[src/rtl/conv_pkg.sv]
// Shared types, default dimensions and width helper for the convolution controller.
package conv_pkg;

  typedef enum logic [1:0] {
    IDLE   = 2'd0,
    FETCH  = 2'd1,
    DRAIN  = 2'd2,
    OUTPUT = 2'd3
  } ctrl_state_t;

  localparam int unsigned DEF_FEATURE_MAP_WIDTH  = 4;
  localparam int unsigned DEF_FEATURE_MAP_HEIGHT = 4;
  localparam int unsigned DEF_INPUT_NB_CHANNELS  = 2;
  localparam int unsigned DEF_OUTPUT_NB_CHANNELS = 2;
  localparam int unsigned DEF_KERNEL_SIZE        = 3;
  localparam int unsigned DEF_MAC_LATENCY        = 2;

  // Coordinate width; a count of 1 still needs a 1-bit (constant zero) field.
  function automatic int unsigned coord_w(input int unsigned n);
    return (n > 1) ? $clog2(n) : 1;
  endfunction

endpackage

[src/rtl/wrap_counter.sv]
// Modulo counter with increment/clear and a registered count; at_max flags the last value.
module wrap_counter
  import conv_pkg::*;
#(
  parameter int unsigned MODULUS = 2,
  parameter int unsigned WIDTH   = coord_w(MODULUS)
) (
  input  logic             clk,
  input  logic             rst,
  input  logic             inc,
  input  logic             clr,
  output logic [WIDTH-1:0] count,
  output logic             at_max
);

  logic [WIDTH-1:0] count_q, count_d;

  assign at_max = (count_q == WIDTH'(MODULUS - 1));
  assign count  = count_q;

  // Next count: clear wins, otherwise wrap to zero after the last value.
  always_comb begin
    count_d = count_q;
    if (clr) begin
      count_d = '0;
    end else if (inc) begin
      count_d = at_max ? '0 : count_q + WIDTH'(1);
    end
  end

  // Count register.
  always_ff @(posedge clk) begin
    if (rst) begin
      count_q <= '0;
    end else begin
      count_q <= count_d;
    end
  end

endmodule

[src/rtl/conv_loop_controller.sv]
// Loop-nest sequencer for the 3-tap convolution datapath: fetch, drain, output per pixel.
// Optional build macro CONV_CTRL_PERF_EN adds perf_cycles / perf_stalls counters.
module conv_loop_controller
  import conv_pkg::*;
#(
  parameter int unsigned FEATURE_MAP_WIDTH  = DEF_FEATURE_MAP_WIDTH,
  parameter int unsigned FEATURE_MAP_HEIGHT = DEF_FEATURE_MAP_HEIGHT,
  parameter int unsigned INPUT_NB_CHANNELS  = DEF_INPUT_NB_CHANNELS,
  parameter int unsigned OUTPUT_NB_CHANNELS = DEF_OUTPUT_NB_CHANNELS,
  parameter int unsigned KERNEL_SIZE        = DEF_KERNEL_SIZE,
  parameter int unsigned MAC_LATENCY        = DEF_MAC_LATENCY
) (
  input  logic                                      clk,
  input  logic                                      rst,
  input  logic                                      start,
  output logic                                      running,
  input  logic                                      a_valid,
  output logic                                      a_ready,
  input  logic                                      b_valid,
  output logic                                      b_ready,
  output logic                                      mac_en,
  output logic                                      mac_clear,
  output logic [coord_w(INPUT_NB_CHANNELS)-1:0]     fetch_ch_in,
  output logic [coord_w(KERNEL_SIZE)-1:0]           fetch_ky,
  output logic                                      output_valid,
  output logic [coord_w(FEATURE_MAP_WIDTH)-1:0]     output_x,
  output logic [coord_w(FEATURE_MAP_HEIGHT)-1:0]    output_y,
  output logic [coord_w(OUTPUT_NB_CHANNELS)-1:0]    output_ch,
  output logic                                      done
`ifdef CONV_CTRL_PERF_EN
  ,
  output logic [31:0]                               perf_cycles,
  output logic [31:0]                               perf_stalls
`endif
);

  localparam int unsigned DRN_W = coord_w(MAC_LATENCY);

  ctrl_state_t      state_q, state_d;
  logic [DRN_W-1:0] drain_q, drain_d;
  logic             running_q, running_d;
  logic             ready_q, ready_d;
  logic             ovalid_q, ovalid_d;
  logic             done_q, done_d;

  logic fire, last_fetch, pix_adv, last_pix, cnt_clr;
  logic ky_max, cin_max, x_max, y_max, co_max;

  // Joint handshake: a fetch happens only when both rows are offered in FETCH.
  assign fire       = a_valid && b_valid && (state_q == FETCH);
  assign mac_en     = fire;
  assign mac_clear  = fire && (fetch_ch_in == '0) && (fetch_ky == '0);
  assign last_fetch = fire && ky_max && cin_max;
  assign pix_adv    = (state_q == OUTPUT);
  assign last_pix   = x_max && y_max && co_max;
  assign cnt_clr    = (state_q == IDLE);

  wrap_counter #(.MODULUS(KERNEL_SIZE)) u_ky (
    .clk(clk), .rst(rst), .inc(fire), .clr(cnt_clr), .count(fetch_ky), .at_max(ky_max)
  );
  wrap_counter #(.MODULUS(INPUT_NB_CHANNELS)) u_cin (
    .clk(clk), .rst(rst), .inc(fire && ky_max), .clr(cnt_clr), .count(fetch_ch_in),
    .at_max(cin_max)
  );
  wrap_counter #(.MODULUS(FEATURE_MAP_WIDTH)) u_x (
    .clk(clk), .rst(rst), .inc(pix_adv), .clr(cnt_clr), .count(output_x), .at_max(x_max)
  );
  wrap_counter #(.MODULUS(FEATURE_MAP_HEIGHT)) u_y (
    .clk(clk), .rst(rst), .inc(pix_adv && x_max), .clr(cnt_clr), .count(output_y),
    .at_max(y_max)
  );
  wrap_counter #(.MODULUS(OUTPUT_NB_CHANNELS)) u_co (
    .clk(clk), .rst(rst), .inc(pix_adv && x_max && y_max), .clr(cnt_clr), .count(output_ch),
    .at_max(co_max)
  );

  // Next state, drain countdown and Moore outputs derived from the next state.
  always_comb begin
    state_d = state_q;
    drain_d = drain_q;
    done_d  = 1'b0;
    case (state_q)
      IDLE: begin
        if (start) state_d = FETCH;
      end
      FETCH: begin
        if (last_fetch) begin
          state_d = DRAIN;
          drain_d = DRN_W'(MAC_LATENCY - 1);
        end
      end
      DRAIN: begin
        if (drain_q == '0) state_d = OUTPUT;
        else               drain_d = drain_q - DRN_W'(1);
      end
      OUTPUT: begin
        if (last_pix) begin
          state_d = IDLE;
          done_d  = 1'b1;
        end else begin
          state_d = FETCH;
        end
      end
      default: state_d = IDLE;
    endcase
    running_d = (state_d != IDLE);
    ready_d   = (state_d == FETCH);
    ovalid_d  = (state_d == OUTPUT);
  end

  // State and registered output flops.
  always_ff @(posedge clk) begin
    if (rst) begin
      state_q   <= IDLE;
      drain_q   <= '0;
      running_q <= 1'b0;
      ready_q   <= 1'b0;
      ovalid_q  <= 1'b0;
      done_q    <= 1'b0;
    end else begin
      state_q   <= state_d;
      drain_q   <= drain_d;
      running_q <= running_d;
      ready_q   <= ready_d;
      ovalid_q  <= ovalid_d;
      done_q    <= done_d;
    end
  end

  assign running      = running_q;
  assign a_ready      = ready_q;
  assign b_ready      = ready_q;
  assign output_valid = ovalid_q;
  assign done         = done_q;

`ifdef CONV_CTRL_PERF_EN
  logic [31:0] perf_cycles_q, perf_cycles_d;
  logic [31:0] perf_stalls_q, perf_stalls_d;

  // Saturating busy/stall counters, restarted on each launch.
  always_comb begin
    perf_cycles_d = perf_cycles_q;
    perf_stalls_d = perf_stalls_q;
    if ((state_q == IDLE) && start) begin
      perf_cycles_d = '0;
      perf_stalls_d = '0;
    end else begin
      if (running_q && (perf_cycles_q != '1)) perf_cycles_d = perf_cycles_q + 32'd1;
      if ((state_q == FETCH) && !fire && (perf_stalls_q != '1))
        perf_stalls_d = perf_stalls_q + 32'd1;
    end
  end

  // Perf counter registers.
  always_ff @(posedge clk) begin
    if (rst) begin
      perf_cycles_q <= '0;
      perf_stalls_q <= '0;
    end else begin
      perf_cycles_q <= perf_cycles_d;
      perf_stalls_q <= perf_stalls_d;
    end
  end

  assign perf_cycles = perf_cycles_q;
  assign perf_stalls = perf_stalls_q;
`endif

endmodule

[config.mk]
export PLATFORM = sky130hd
export DESIGN_NAME = conv_loop_controller
export DESIGN_NICKNAME = d
export VERILOG_FILES = /design/src/rtl/conv_pkg.sv /design/src/rtl/wrap_counter.sv /design/src/rtl/conv_loop_controller.sv
export SDC_FILE = /design/constraint.sdc
export NUM_CORES = 1
export LEC_CHECK = 0
export ABC_AREA = 1
export CORE_AREA = 4 4 43 45
export CTS_CLUSTER_DIAMETER = 200
export DETAILED_ROUTE_END_ITERATION = 10
export DIE_AREA = 0 0 47 49
export DONT_BUFFER_PORTS = 1
export PLACE_DENSITY = 0.66
export SETUP_SLACK_MARGIN = 0.1
export SYNTH_ARGS = -nofsm -noshare
export SYNTH_HDL_FRONTEND = slang
export SYNTH_HIERARCHICAL = 1
export SYNTH_SLANG_ARGS = --single-unit
export TNS_END_PERCENT = 50
[constraint.sdc]
create_clock -name clk -period 0.95 [get_ports clk]
set_input_delay 0.19 -clock clk [delete_from_list [all_inputs] [get_ports clk]]
set_output_delay 0.19 -clock clk [all_outputs]
set_load 0.02 [all_outputs]
# Word level (Yosys, flattened, before mapping)
# Index checks and enable logic that the tools add are counted.
dict set report word_totals {
  inputBits 5
  n_memories 0
  ff_bits 15
  latch_bits 0
  mem_bits_ro 0
  word_cells 59
  ramBits 0
  out_inout_bits 15
}
dict set report classes {
  mul 0
  n_bitwise 2
  addsub 6
  shift 0
  n_lt_le_gt_ge 0
  div 0
  mux 14
  eq_ne 9
  n_reduce_logical 17
}
# cell count
set ops {}
lappend ops {{$eq 2x2->1 const B} 6}
lappend ops {{$mux 2} 6}
lappend ops {{$logic_and 1x1->1} 10}
lappend ops {{$pmux 2 s4} 1}
lappend ops {{$add 2x1->2 const B} 3}
lappend ops {{$mux 1} 6}
lappend ops {{$eq 2x1->1 const B} 2}
lappend ops {{$logic_not 2->1} 2}
lappend ops {{$reduce_bool 2->1} 2}
lappend ops {{$reduce_or 2->1} 2}
lappend ops {{$add 1x1->1 const B} 2}
lappend ops {{$ne 2x2->1 const B} 1}
lappend ops {{$not 1->1} 2}
lappend ops {{$pmux 1 s2} 1}
lappend ops {{$reduce_and 2->1} 1}
lappend ops {{$sub 1x1->1 const B} 1}

# Logic depth before layout (Yosys ltp)
# Gate-level depths: netlist of the first run.
dict set report logic_depth {
  depth_word 7
  ltp_mapped 8
  mapped_depth_nobuf 8
}

# Modules after synthesis
# Netlist of the first run, hierarchy kept.
# module cells_each area_each_um2 n_inst seq_area_each_um2
set by_module_without_submodules {}
lappend by_module_without_submodules {conv_loop_controller 48 346.6 1 140.1}
lappend by_module_without_submodules {{wrap_counter (u_x ...)} 14 97.6 2 40.0}
lappend by_module_without_submodules {{wrap_counter (u_cin ...)} 7 48.8 2 20.0}
lappend by_module_without_submodules {{wrap_counter (u_ky)} 14 90.1 1 40.0}

# Worst setup path before layout of the first run
# OpenSTA, ideal clock, no wires.
dict set report synth_timing {
  kind {register -> output}
  from {register state_q[1]}
  to {output mac_clear}
  required_ps 760
  arrival_ps 1348
  n_path_buf 0
  path_stages_with_launch 6
  setup_slack_ps -588
  cell_sequence {dfxtp_1 -> inv_1 -> nand2_2 -> nor2_4 -> inv_2 -> nor4_1}
}
dict set report synth_between {
  elab_chain_cells 4
}
# item line_no
set synth_lines {}
lappend synth_lines {{start, declared} conv_loop_controller.sv:39} ;# ctrl_state_t state_q, state_d;
lappend synth_lines {{start signal, assigned} conv_loop_controller.sv:121} ;# state_q <= state_d;
lappend synth_lines {{$eq 2x1->1} conv_loop_controller.sv:50} ;# assign fire = a_valid && b_valid && (state_q == FETCH);
lappend synth_lines {{$logic_and 1x1->1} conv_loop_controller.sv:50}
lappend synth_lines {{net mac_en} conv_loop_controller.sv:21} ;# output logic mac_en,
lappend synth_lines {{$logic_and 1x1->1 (2 in a row)} conv_loop_controller.sv:52} ;# assign mac_clear = fire && (fetch_ch_in == '0) && (fetch_ky == '0);
lappend synth_lines {{end, declared} conv_loop_controller.sv:22} ;# output logic mac_clear,
# The timed path passes the listed nets, and every way through them passes these cells.

# Worst setup path in the final report of the first run
dict set report layout_timing {
  from {register state_q[1]}
  to {output mac_clear}
}
dict set report layout_between {
  elab_chain_cells 4
}
# item line_no
set layout_lines {}
lappend layout_lines {{$eq 2x1->1} conv_loop_controller.sv:50}
lappend layout_lines {{$logic_and 1x1->1} conv_loop_controller.sv:50}
lappend layout_lines {{$logic_and 1x1->1 (2 in a row)} conv_loop_controller.sv:52}
# Every way passes these cells.

==> Implementation_results.wiki, run 1 <==
{| class="wikitable"
! Metric !! Value
|-
| Outcome || complete, but fails checks
|-
| Violated checks || setup timing
|-
| Total number of H-tree levels || 1
|-
| Share of the synthesized area in compound gates (AO/OA/AOI/OAI) || 5.32%
|-
| Dominant cell type by area after synthesis || sky130_fd_sc_hd__dfxtp_1
|-
| Area growth, synth to finish || 60.4%
|-
| Sum of routed wire length over all layers || 1.63 mm
|-
| Number of sinks handled by clock tree synthesis || 15
|-
| Start point of the critical path || state_q[1]
|-
| Endpoints failing hold || 0
|-
| Area contributors post-synth || sky130_fd_sc_hd__dfxtp_1, sky130_fd_sc_hd__nand2_1, sky130_fd_sc_hd__nor2_1
|-
| Time the final worst path needs with I/O delays and setup || 1.38 ns
|-
| Count of fill cells added during filler insertion || 97
|-
| Gr usage total || 15.9%
|-
| Num CTS Buffers || 3
|-
| Sequential area share after synthesis || 41.2%
|-
| Wirelength per Cell || 11.0 um
|-
| Slew Viols, Final || 0
|-
| Required time of the critical path || 0.76 ns
|-
| Internal cell power || 0.000827 W
|-
| Largest family of logic cells by synthesized area || simple AND/OR/NAND/NOR gates
|-
| Die Y || 49 um
|-
| Number of global-route vias before repair || 666
|-
| Classification of the worst-slack hold path || input pin to flip-flop
|-
| Setup repair after global routing missed its margin || true
|-
| Detailed-placement wirelength estimate || 1.05 mm
|-
| Sequential cell fraction of total power || 57.1%
|-
| Count of synthesis-stage warnings from yosys || 6
|-
| Initial antenna violation count || 0
|-
| Drt first pass iters || 4
|-
| Post-layout worst setup margin || -0.429 ns
|-
| Post-Syn Area || 729 sq um
|-
| FFs w/ async S/R, synth || 0%
|-
| Top-area cell type share of the netlist area || 41.2%
|-
| Vias per cell || 4.72
|-
| Data arrival, critical path || 1.19 ns
|-
| Power dissipated by switching net loads || 0.000288 W
|-
| Synth Area in XOR/XNOR || 0%
|-
| Synth Area per Inst || 7.01 sq um
|-
| Area share of and/or/nand/nor cells after synthesis || 37.2%
|-
| Sum of overflow across all layers after global routing || 0
|-
| Starting Density || 49.6%
|-
| Leading cell type by number of instances after synthesis || sky130_fd_sc_hd__nand2_1
|-
| Post-Syn Instances || 104
|-
| R2r worst-path depth || 10
|-
| Area of the die || 2300 sq um
|-
| Total number of vias || 699
|-
| Share of final-layout standard cells stronger than drive strength 1 || 58.3%
|-
| Final-layout worst hold slack || 0.0259 ns
|-
| FP Rows || 14
|-
| EDFF count, synth || 0
|-
| Commonest cells in the synthesized netlist || sky130_fd_sc_hd__nand2_1, sky130_fd_sc_hd__nor2_1, sky130_fd_sc_hd__inv_1
|-
| Critical path class || flip-flop to output pin
|-
| Maximum achievable frequency || 0.725 GHz
|-
| Area of the multi-input gates || 443 sq um
|-
| Reg2Reg Capture Point || running
|-
| R2r setup slk || -0.30 ns
|-
| Clock Path Buffers || 2
|-
| DRC violation count after routing || 0
|-
| Count of endpoints failing setup in the final report || 24
|-
| Port-buffer cells || 0
|-
| Register Area || 338 sq um
|-
| Clock Skew || 0.00183 ns
|-
| Number of nets in the layout || 140
|-
| Chip Width || 47 um
|-
| Clock root cell || sky130_fd_sc_hd__clkbuf_4
|-
| End of the critical path || mac_clear
|-
| Worst supply voltage drop on vdd || 0.872 mV
|-
| Maximum number of pins on one net before global-route repair || 10
|-
| Mux cell area share after synthesis || 0%
|-
| Type of origin of the critical path || flip-flop
|-
| Period Utilization, post-route || 145%
|-
| Count of boundary I/O pins || 20
|-
| Clock transition at the registers of the reported paths || 0.09 ns
|-
| Final ANT Viol Nets || 0
|-
| Kind of end point of the critical path || output pin
|-
| Max-capacitance violation count || 0
|-
| FF+latch count, synth || 15
|-
| Sw frac || 25.8%
|-
| Slew at the pin with the worst max-slew slack || 0.213 ns
|-
| Global-route wire length before repair || 2.72 mm
|-
| Share of power burned in the clock network || 32.8%
|-
| Placer Congestion || 0.830
|-
| Static leakage || 0.495 nW
|-
| Synthesized-area fraction occupied by adder cells || 3.43%
|-
| Comb pwr share || 10.1%
|-
| Max-slew headroom at the worst pin || 85.8%
|-
| Library cells used by synthesis || 16
|-
| Pwr Total || 0.00111 W
|-
| Power per cell area || 953 nW/um^2
|-
| Largest fanout on the critical path || 2
|-
| Launch instance of the worst register-to-register path || state_q[1]
|-
| 1st-iter DRT viols || 10
|-
| Number of antenna diodes || 0
|-
| Mapped Nets || 111
|-
| Clock latency of the later-clocked register in the worst-skew pair || 0.28 ns
|-
| Top_reg_cell synth || sky130_fd_sc_hd__dfxtp_1
|-
| CTS tree || yes
|-
| Placeable core area || 1470 sq um
|}
## what timing repair did
action                     4_1_cts  5_1_grt
hold buffers                     1        0
setup endpoints to repair       30       30
hold endpoints to repair         1        0
pin swaps                        9        7
setup buffers                    4        4
resized for setup               27       14
## area by class of cell
cell class,count,area share [%]
flip-flops and latches,15,28.9
inverters,19,6.10
well taps,16,1.71
clock inverters,1,0.428
multi-input cells,67,37.9
repair buffers,27,23.1
clock buffers,3,1.93
## metrics by stage
step | util [%] | cells | setup WS [ns] | TNS [ns] | cell area, sq um
global route | 79.5 | 148 | -0.509 | -4.93 | 1170
CTS | 74.4 | 144 | -0.437 | -2.53 | 1090
floorplan | - | 104 | -0.219 | -1.04 | 796
finish | 79.5 | 148 | -0.429 | -3.43 | 1170
global placement | 63.9 | 135 | -0.101 | -0.839 | 941
detailed placement | 63.9 | 135 | -0.124 | -0.992 | 941
## worst min-delay path by stage
stage / startpoint / slack, ns / cells past startpoint / endpoint
2_1_floorplan: rst / 0.27 / 1 / done
3_3_place_gp: rst / 0.28 / 1 / done
3_5_place_dp: rst / 0.29 / 1 / done
4_1_cts: rst / 0.02 / 3 / u_x/count[0]
5_1_grt: rst / 0.02 / 3 / u_y/count[0]
6_report: rst / 0.03 / 3 / u_x/count[0]
## state kept, by name (all words and copies together), names as in the netlist
name and count:
a_ready 1, done 1, drain_q 1, output_valid 1
running 1, state_q 2, u_cin/at_max 1, u_co/at_max 1
u_ky/count 2, u_x/count 2, u_y/count 2
## layer usage
| metal | up-vias | wire length [um] | global-route usage (%) |
|---|---|---|---|
| met5 | - | 0 | 0 |
| met4 | 0 | 0 | 5.53 |
| met3 | 0 | 68 | 4.43 |
| met2 | 14 | 881 | 26.7 |
| met1 | 319 | 680 | 18.3 |
| li1 | 366 | - | - |
## critical path: stages (launching register included)
cell and delay (ns):
sky130_fd_sc_hd__dfxtp_2 0.34, sky130_fd_sc_hd__inv_2 0.06, sky130_fd_sc_hd__nand2_2 0.07, sky130_fd_sc_hd__nor2_4 0.10
sky130_fd_sc_hd__inv_2 0.06, sky130_fd_sc_hd__nor4_4 0.11, sky130_fd_sc_hd__buf_4 0.17
## logic make-up after synthesis
group | count (synthesis)
compound gates | 7
fa+ha+maj | 2
buf+inv | 22
flops | 15
simple gates | 58
## layout by cell type, fill, tap and decap left out
cell type	instances
sky130_fd_sc_hd__dfxtp_1	3
sky130_fd_sc_hd__a21oi_4	1
sky130_fd_sc_hd__clkbuf_4	3
sky130_fd_sc_hd__buf_4	12
sky130_fd_sc_hd__dfxtp_4	9
sky130_fd_sc_hd__dlygate4sd3_1	1
sky130_fd_sc_hd__nor2_2	7
sky130_fd_sc_hd__nand2_4	2
sky130_fd_sc_hd__inv_2	6
sky130_fd_sc_hd__a21oi_1	4
sky130_fd_sc_hd__o21ai_2	1
sky130_fd_sc_hd__nor2_4	5
sky130_fd_sc_hd__clkinv_2	1
sky130_fd_sc_hd__buf_12	1
sky130_fd_sc_hd__buf_6	12
sky130_fd_sc_hd__nand2_1	21
sky130_fd_sc_hd__a21oi_2	1
sky130_fd_sc_hd__nor3_2	1
sky130_fd_sc_hd__nor4_4	1
sky130_fd_sc_hd__dfxtp_2	3
sky130_fd_sc_hd__inv_1	13
sky130_fd_sc_hd__nor2_1	13
sky130_fd_sc_hd__buf_8	1
sky130_fd_sc_hd__nand3_2	2
sky130_fd_sc_hd__ha_4	2
sky130_fd_sc_hd__nand2_2	6
## power by group through the flow
stage | sequential [W] | clock (W) | combinational (W)
after floorplan | 0.000659 | 0 | 0.0000632
after global placement | 0.000663 | 0 | 0.0000760
after detailed placement | 0.000663 | 0 | 0.0000763
after CTS | 0.000638 | 0.000377 | 0.0000998
after global routing | 0.000638 | 0.000430 | 0.000126
final | 0.000636 | 0.000365 | 0.000113
(Power assumes the default switching activity.)
==> run 2, diff against run 1 <==
--- a/config.mk
+++ b/config.mk
@@ -11,6 +11,7 @@
 export DETAILED_ROUTE_END_ITERATION = 10
 export DIE_AREA = 0 0 47 49
 export DONT_BUFFER_PORTS = 1
+export GPL_TIMING_DRIVEN = 0
 export PLACE_DENSITY = 0.66
 export SETUP_SLACK_MARGIN = 0.1
 export SYNTH_ARGS = -nofsm -noshare
==> Implementation_results.wiki, run 2 (same netlist as run 1, synthesis figures left out) <==
{| class="wikitable"
! Metric !! Value
|-
| Initial antenna violation count || 0 (unchanged)
|-
| Vias per cell || 4.88 (+3.3%)
|-
| Pwr Total || 0.00110 W (-1.2%)
|-
| Final ANT Viol Nets || 0 (unchanged)
|-
| Port-buffer cells || 0 (unchanged)
|-
| Static leakage || 0.411 nW (-17%)
|-
| Count of fill cells added during filler insertion || 119 (+23%)
|-
| Most Frequent Cell on Critical Path || sky130_fd_sc_hd__inv_2
|-
| Max-capacitance violation count || 0 (unchanged)
|-
| Detailed-placement wirelength estimate || 973 um (-7.7%)
|-
| Gr usage total || 14.2% (-1.7 points)
|-
| Post-layout worst setup margin || -0.567 ns (-0.138 ns)
|-
| Biggest cell delay along the critical path || 0.33 ns (about the same)
|-
| Leading cell types in the layout, fill and taps excluded || sky130_fd_sc_hd__nand2_1, sky130_fd_sc_hd__nor2_1, sky130_fd_sc_hd__inv_1
|-
| Area of the die || 2300 sq um (unchanged)
|-
| Area growth, synth to finish || 37.6%
|-
| Outcome || complete, but fails checks
|-
| Setup repair after global routing missed its margin || true
|-
| Clock Skew || 0.00760 ns (+0.00577 ns)
|-
| Placed standard-cell area || 816 sq um (-13%)
|-
| Maximum number of pins on one net before global-route repair || 10 (unchanged)
|-
| Final-layout worst hold slack || 0.0274 ns (+0.00149 ns)
|-
| Global-route wire length before repair || 2.42 mm (-11%)
|-
| Time the final worst path needs with I/O delays and setup || 1.52 ns (+0.138 ns)
|-
| FP Rows || 14 (unchanged)
|-
| DRC violation count after routing || 0 (unchanged)
|-
| Slew at the pin with the worst max-slew slack || 0.377 ns (+0.163 ns)
|-
| Total number of H-tree levels || 1 (unchanged)
|-
| Slew Viols, Final || 0 (unchanged)
|-
| Total number of vias || 649 (-7.2%)
|-
| Starting Density || 49.6% (unchanged)
|-
| Final non-filler cell area || 1000 sq um (-14%)
|-
| Cell Chain, Critical Path || inv_2, nand2_2, nor2_4, inv_2, nor4_4
|-
| Crit path max-delay cell type || sky130_fd_sc_hd__dfxtp_2
|-
| Drt first pass iters || 4 (unchanged)
|-
| Placeable core area || 1470 sq um (unchanged)
|-
| Clock root cell || sky130_fd_sc_hd__clkbuf_4
|-
| Clock transition at the registers of the reported paths || 0.10 ns (about the same)
|-
| Violated checks || setup timing
|-
| Largest fanout on the critical path || 6 (+4)
|-
| Clock latency of the later-clocked register in the worst-skew pair || 0.28 ns (about the same)
|-
| Post-Place Setup Slack || -0.291 ns (-0.167 ns)
|-
| Placer Congestion || 0.771 (-7.1%)
|-
| Classification of the worst-slack hold path || input pin to flip-flop
|-
| Data arrival, critical path || 1.33 ns (+0.14 ns)
|-
| Critical path class || flip-flop to output pin
|-
| Type of origin of the critical path || flip-flop
|-
| Max-slew headroom at the worst pin || 74.7% (-11 points)
|-
| Register Area || 344 sq um (+1.9%)
|-
| Period Utilization, post-route || 160% (+15 points)
|-
| Kind of end point of the critical path || output pin
|-
| Share of final-layout standard cells stronger than drive strength 1 || 51.3% (-7.1 points)
|-
| Sum of overflow across all layers after global routing || 0 (unchanged)
|-
| Commonest non-fill, non-tap cell in the layout || sky130_fd_sc_hd__nand2_1
|-
| Sum of routed wire length over all layers || 1.43 mm (-12%)
|-
| Number of sinks handled by clock tree synthesis || 15 (unchanged)
|-
| 1st-iter DRT viols || 7 (-3)
|-
| Number of nets in the layout || 125 (-11%)
|-
| Chip Width || 47 um (unchanged)
|-
| Die Y || 49 um (unchanged)
|-
| Area of the multi-input gates || 429 sq um (-3.1%)
|-
| Clock Path Buffers || 2 (unchanged)
|-
| CTS tree || yes
|-
| Count of endpoints failing setup in the final report || 17 (-29%)
|-
| Maximum achievable frequency || 0.659 GHz (-9.1%)
|-
| Endpoints failing hold || 0 (unchanged)
|-
| Power per cell area || 1100 nW/um^2 (+15%)
|-
| Num CTS Buffers || 3 (unchanged)
|-
| Worst supply voltage drop on vdd || 0.942 mV (+8.1%)
|-
| Wirelength per Cell || 10.8 um (-2.3%)
|-
| Required time of the critical path || 0.76 ns (about the same)
|-
| Number of antenna diodes || 0 (unchanged)
|-
| Count of boundary I/O pins || 20 (unchanged)
|-
| Number of global-route vias before repair || 547 (-18%)
|}
-- run 2: critical path: cells and delay by family (launching register included) --
family | cells | cell delay [ns]
buf+inv | 2 | 0.14
flops | 1 | 0.33
simple gates | 3 | 0.57
-- run 2: area by class of cell --
class | instances | area share (%)
Buffer | 3 | 3.37
Multi-Input combinational cell | 67 | 42.8
Timing Repair Buffer | 9 | 7.73
Clock buffer | 3 | 2.24
Inverter | 19 | 7.11
Clock inverter | 1 | 0.499
Tap cell | 16 | 2.00
Sequential cell | 15 | 34.3
-- run 2: where the power goes --
group / switching (W) / internal [W]
Sequential: 0.0000168 / 0.000615
Clock: 0.000219 / 0.000156
Combinational: 0.0000564 / 0.0000378
Total: 0.000292 / 0.000809
-- run 2: routing by layer --
layer	up-vias	global-route usage (%)	share of wire, %
met5	-	0	0
met4	0	5.53	1.7
met3	4	5.54	6.4
met2	19	20.1	50
met1	294	18.9	42
li1	332	-	-
-- run 2: final timing paths --
check | start | cells after the start | slack, ns | to
worst max-delay path | state_q[1] | 5 | -0.57 | mac_clear
worst min-delay path | rst | 3 | 0.03 | u_y/count[1]
worst max register to register | state_q[1] | 9 | -0.28 | u_cin/at_max
worst min register to register | drain_q | 2 | 0.48 | drain_q
-- run 2: per-stage QoR --
step / util (%) / instances / setup TNS [ns]
2_1_floorplan: - / 104 / -1.04
3_3_place_gp: 55.4 / 120 / -2.40
3_5_place_dp: 55.4 / 120 / -2.62
4_1_cts: 65.2 / 131 / -2.94
5_1_grt: 68.2 / 133 / -4.05
6_report: 68.2 / 133 / -2.77
-- run 2: what timing repair did --
item	4_1_cts	5_1_grt
hold buffers	1	0
hold endpoints to repair	1	0
buffers inserted	6	2
endpoints found under the setup margin	30	30
pin swaps	10	5
gates resized for setup	22	10
==> run 3, diff against run 2 <==
--- a/config.mk
+++ b/config.mk
@@ -12,7 +12,7 @@
 export DIE_AREA = 0 0 47 49
 export DONT_BUFFER_PORTS = 1
 export GPL_TIMING_DRIVEN = 0
-export PLACE_DENSITY = 0.66
+export PLACE_DENSITY = 0.73
 export SETUP_SLACK_MARGIN = 0.1
 export SYNTH_ARGS = -nofsm -noshare
 export SYNTH_HDL_FRONTEND = slang
==> Implementation_results.wiki, run 3 (same netlist as run 1, synthesis figures left out) <==
{| class="wikitable"
! Metric !! Value
|-
| Detailed-placement wirelength estimate || 1.03 mm (+5.6%)
|-
| Sum of overflow across all layers after global routing || 0 (unchanged)
|-
| Clock root cell || sky130_fd_sc_hd__clkbuf_4
|-
| Period Utilization, post-route || 162% (+2.0 points)
|-
| Cell Chain, Critical Path || inv_2, nand2_2, nor2_4, inv_2, nor4_4
|-
| Count of boundary I/O pins || 20 (unchanged)
|-
| Final ANT Viol Nets || 0 (unchanged)
|-
| Data arrival, critical path || 1.35 ns (+0.02 ns)
|-
| Commonest non-fill, non-tap cell in the layout || sky130_fd_sc_hd__nand2_1
|-
| Comb pwr share || 10.0% (+1.4 points)
|-
| Max-slew headroom at the worst pin || 75.1% (+0.35 points)
|-
| Placeable core area || 1470 sq um (unchanged)
|-
| Family with the most delay on the worst path || simple AND/OR/NAND/NOR gates
|-
| Placer Congestion || 0.740 (-4.0%)
|-
| R2r setup slk || -0.33 ns (-0.05 ns)
|-
| Starting Density || 49.6% (unchanged)
|-
| Sum of routed wire length over all layers || 1.61 mm (+12%)
|-
| Time the final worst path needs with I/O delays and setup || 1.54 ns (+0.0189 ns)
|-
| Power dissipated by switching net loads || 0.000288 W (-1.6%)
|-
| Placed instance count || 120 (unchanged)
|-
| Global-route wire length before repair || 2.56 mm (+5.7%)
|-
| Number of nets in the layout || 125 (unchanged)
|-
| Endpoints failing hold || 0 (unchanged)
|-
| Number of global-route vias before repair || 641 (+17%)
|-
| Num CTS Buffers || 3 (unchanged)
|-
| Initial antenna violation count || 0 (unchanged)
|-
| Crit path max-delay cell type || sky130_fd_sc_hd__dfxtp_2
|-
| Outcome || complete, but fails checks
|-
| 1st-iter DRT viols || 14 (+7)
|-
| Pwr Total || 0.00111 W (+0.34%)
|-
| Area growth, synth to finish || 37.2%
|-
| Maximum number of pins on one net before global-route repair || 10 (unchanged)
|-
| Internal cell power || 0.000818 W (+1.0%)
|-
| Total number of vias || 667 (+2.8%)
|-
| Share of power burned in the clock network || 33.0% (-1.1 points)
|-
| Wirelength per Cell || 12.1 um (+12%)
|-
| Critical path class || flip-flop to output pin
|-
| Setup repair after global routing missed its margin || true
|-
| Number of antenna diodes || 0 (unchanged)
|-
| Static leakage || 0.396 nW (-3.4%)
|-
| Gr usage total || 15.3% (+1.1 points)
|-
| Biggest cell delay along the critical path || 0.33 ns (about the same)
|-
| Leading cell types in the layout, fill and taps excluded || sky130_fd_sc_hd__nand2_1, sky130_fd_sc_hd__inv_1, sky130_fd_sc_hd__nor2_1
|-
| Post-layout worst setup margin || -0.586 ns (-0.0189 ns)
|-
| Type of origin of the critical path || flip-flop
|-
| Required time of the critical path || 0.76 ns (about the same)
|-
| CTS tree || yes
|-
| Drt first pass iters || 4 (unchanged)
|-
| Kind of end point of the critical path || output pin
|-
| Clock Skew || 0.000796 ns (-0.00680 ns)
|-
| Clock transition at the registers of the reported paths || 0.09 ns (about the same)
|-
| Slew Viols, Final || 0 (unchanged)
|-
| Final standard cell count with taps included and fillers excluded || 133 (unchanged)
|-
| Chip Width || 47 um (unchanged)
|-
| Total number of H-tree levels || 1 (unchanged)
|-
| Count of endpoints failing setup in the final report || 18 (+1)
|-
| FP Rows || 14 (unchanged)
|-
| Sequential cell fraction of total power || 57.0% (-0.4 points)
|-
| Largest fanout on the critical path || 6 (unchanged)
|-
| Clock Path Buffers || 2 (unchanged)
|-
| Clock latency of the later-clocked register in the worst-skew pair || 0.28 ns (about the same)
|-
| Area of the die || 2300 sq um (unchanged)
|-
| Maximum achievable frequency || 0.651 GHz (-1.2%)
|-
| DRC violation count after routing || 0 (unchanged)
|-
| Vias per cell || 5.02 (+2.8%)
|-
| Die Y || 49 um (unchanged)
|-
| Buffers plus inverters on the worst setup path || 2 (unchanged)
|-
| Power per cell area || 1100 nW/um^2 (+0.59%)
|-
| Sw frac || 26.0% (-0.51 points)
|-
| Most Frequent Cell on Critical Path || sky130_fd_sc_hd__inv_2
|-
| Max-capacitance violation count || 0 (unchanged)
|-
| Violated checks || setup timing
|-
| Worst supply voltage drop on vdd || 0.709 mV (-25%)
|-
| Classification of the worst-slack hold path || input pin to flip-flop
|-
| Share of final-layout standard cells stronger than drive strength 1 || 52.1% (+0.85 points)
|-
| Port-buffer cells || 0 (unchanged)
|-
| Slew at the pin with the worst max-slew slack || 0.371 ns (-0.00528 ns)
|-
| Number of sinks handled by clock tree synthesis || 15 (unchanged)
|}
-- run 3: cell types whose count changed in the layout (fill, tap and decap cells not counted), moves of 2 or more --
cell	before	now
sky130_fd_sc_hd__nor2_4	5	3
sky130_fd_sc_hd__nor2_2	6	9
sky130_fd_sc_hd__inv_2	6	4
sky130_fd_sc_hd__inv_4	0	2
-- run 3: stage by stage --
step	instance area [sq um]	worst slack, ns	utilization (%)	TNS, ns	hold WS [ns]
final	1000	-0.586	68.0	-3.13	0.0414
after global routing	1000	-0.665	68.0	-4.38	0.0319
after CTS	942	-0.592	64.0	-2.94	0.0336
after detailed placement	816	-0.301	55.4	-2.66	0.278
after global placement	816	-0.278	55.4	-2.38	0.277
after floorplan	796	-0.219	-	-1.04	0.268
-- run 3: final timing paths --
path | startpoint | end | depth (start not counted)
setup / recovery | state_q[1] | mac_clear | 5
hold / removal | rst | u_ky/count[0] | 3
setup reg to reg | state_q[1] | running | 8
hold reg to reg | drain_q | drain_q | 2
-- run 3: what timing repair did --
item                                    in CTS  in global routing
pin swaps                                    7                  4
endpoints found under the hold margin        1                  0
buffers inserted                             4                  5
resized for setup                           22                 10
hold buffers                                 1                  0
endpoints found under the setup margin      30                 30
-- run 3: power by group through the flow --
stage	sequential (W)	combinational [W]	clock [W]
2_1_floorplan	0.000659	0.0000632	0
3_3_place_gp	0.000661	0.0000707	0
3_5_place_dp	0.000661	0.0000717	0
4_1_cts	0.000630	0.0000890	0.000377
5_1_grt	0.000631	0.000119	0.000407
6_report	0.000630	0.000110	0.000365
-- run 3: cell type report --
type                            count  area (sq um)
Sequential cell                    15           343
Inverter                           19          76.3
Fill cell                         119           470
Clock buffer                        3          22.5
Multi-Input combinational cell     67           423
Timing Repair Buffer                9          77.6
Buffer                              3          33.8
Clock inverter                      1          5.00
Tap cell                           16          20.0
-- run 3: layer usage --
metal,vias to the layer above,routed length [um],GRT usage (%)
met3,6,67,3.69
met1,306,600,16.5
met2,19,896,25.3
met5,-,0,0
met4,0,41,9.22
li1,336,-,-
-- run 3: worst min-delay path, delay by kind of cell --
kind	cells	cell delay (ns)
AND/OR/NAND/NOR	3	0.10
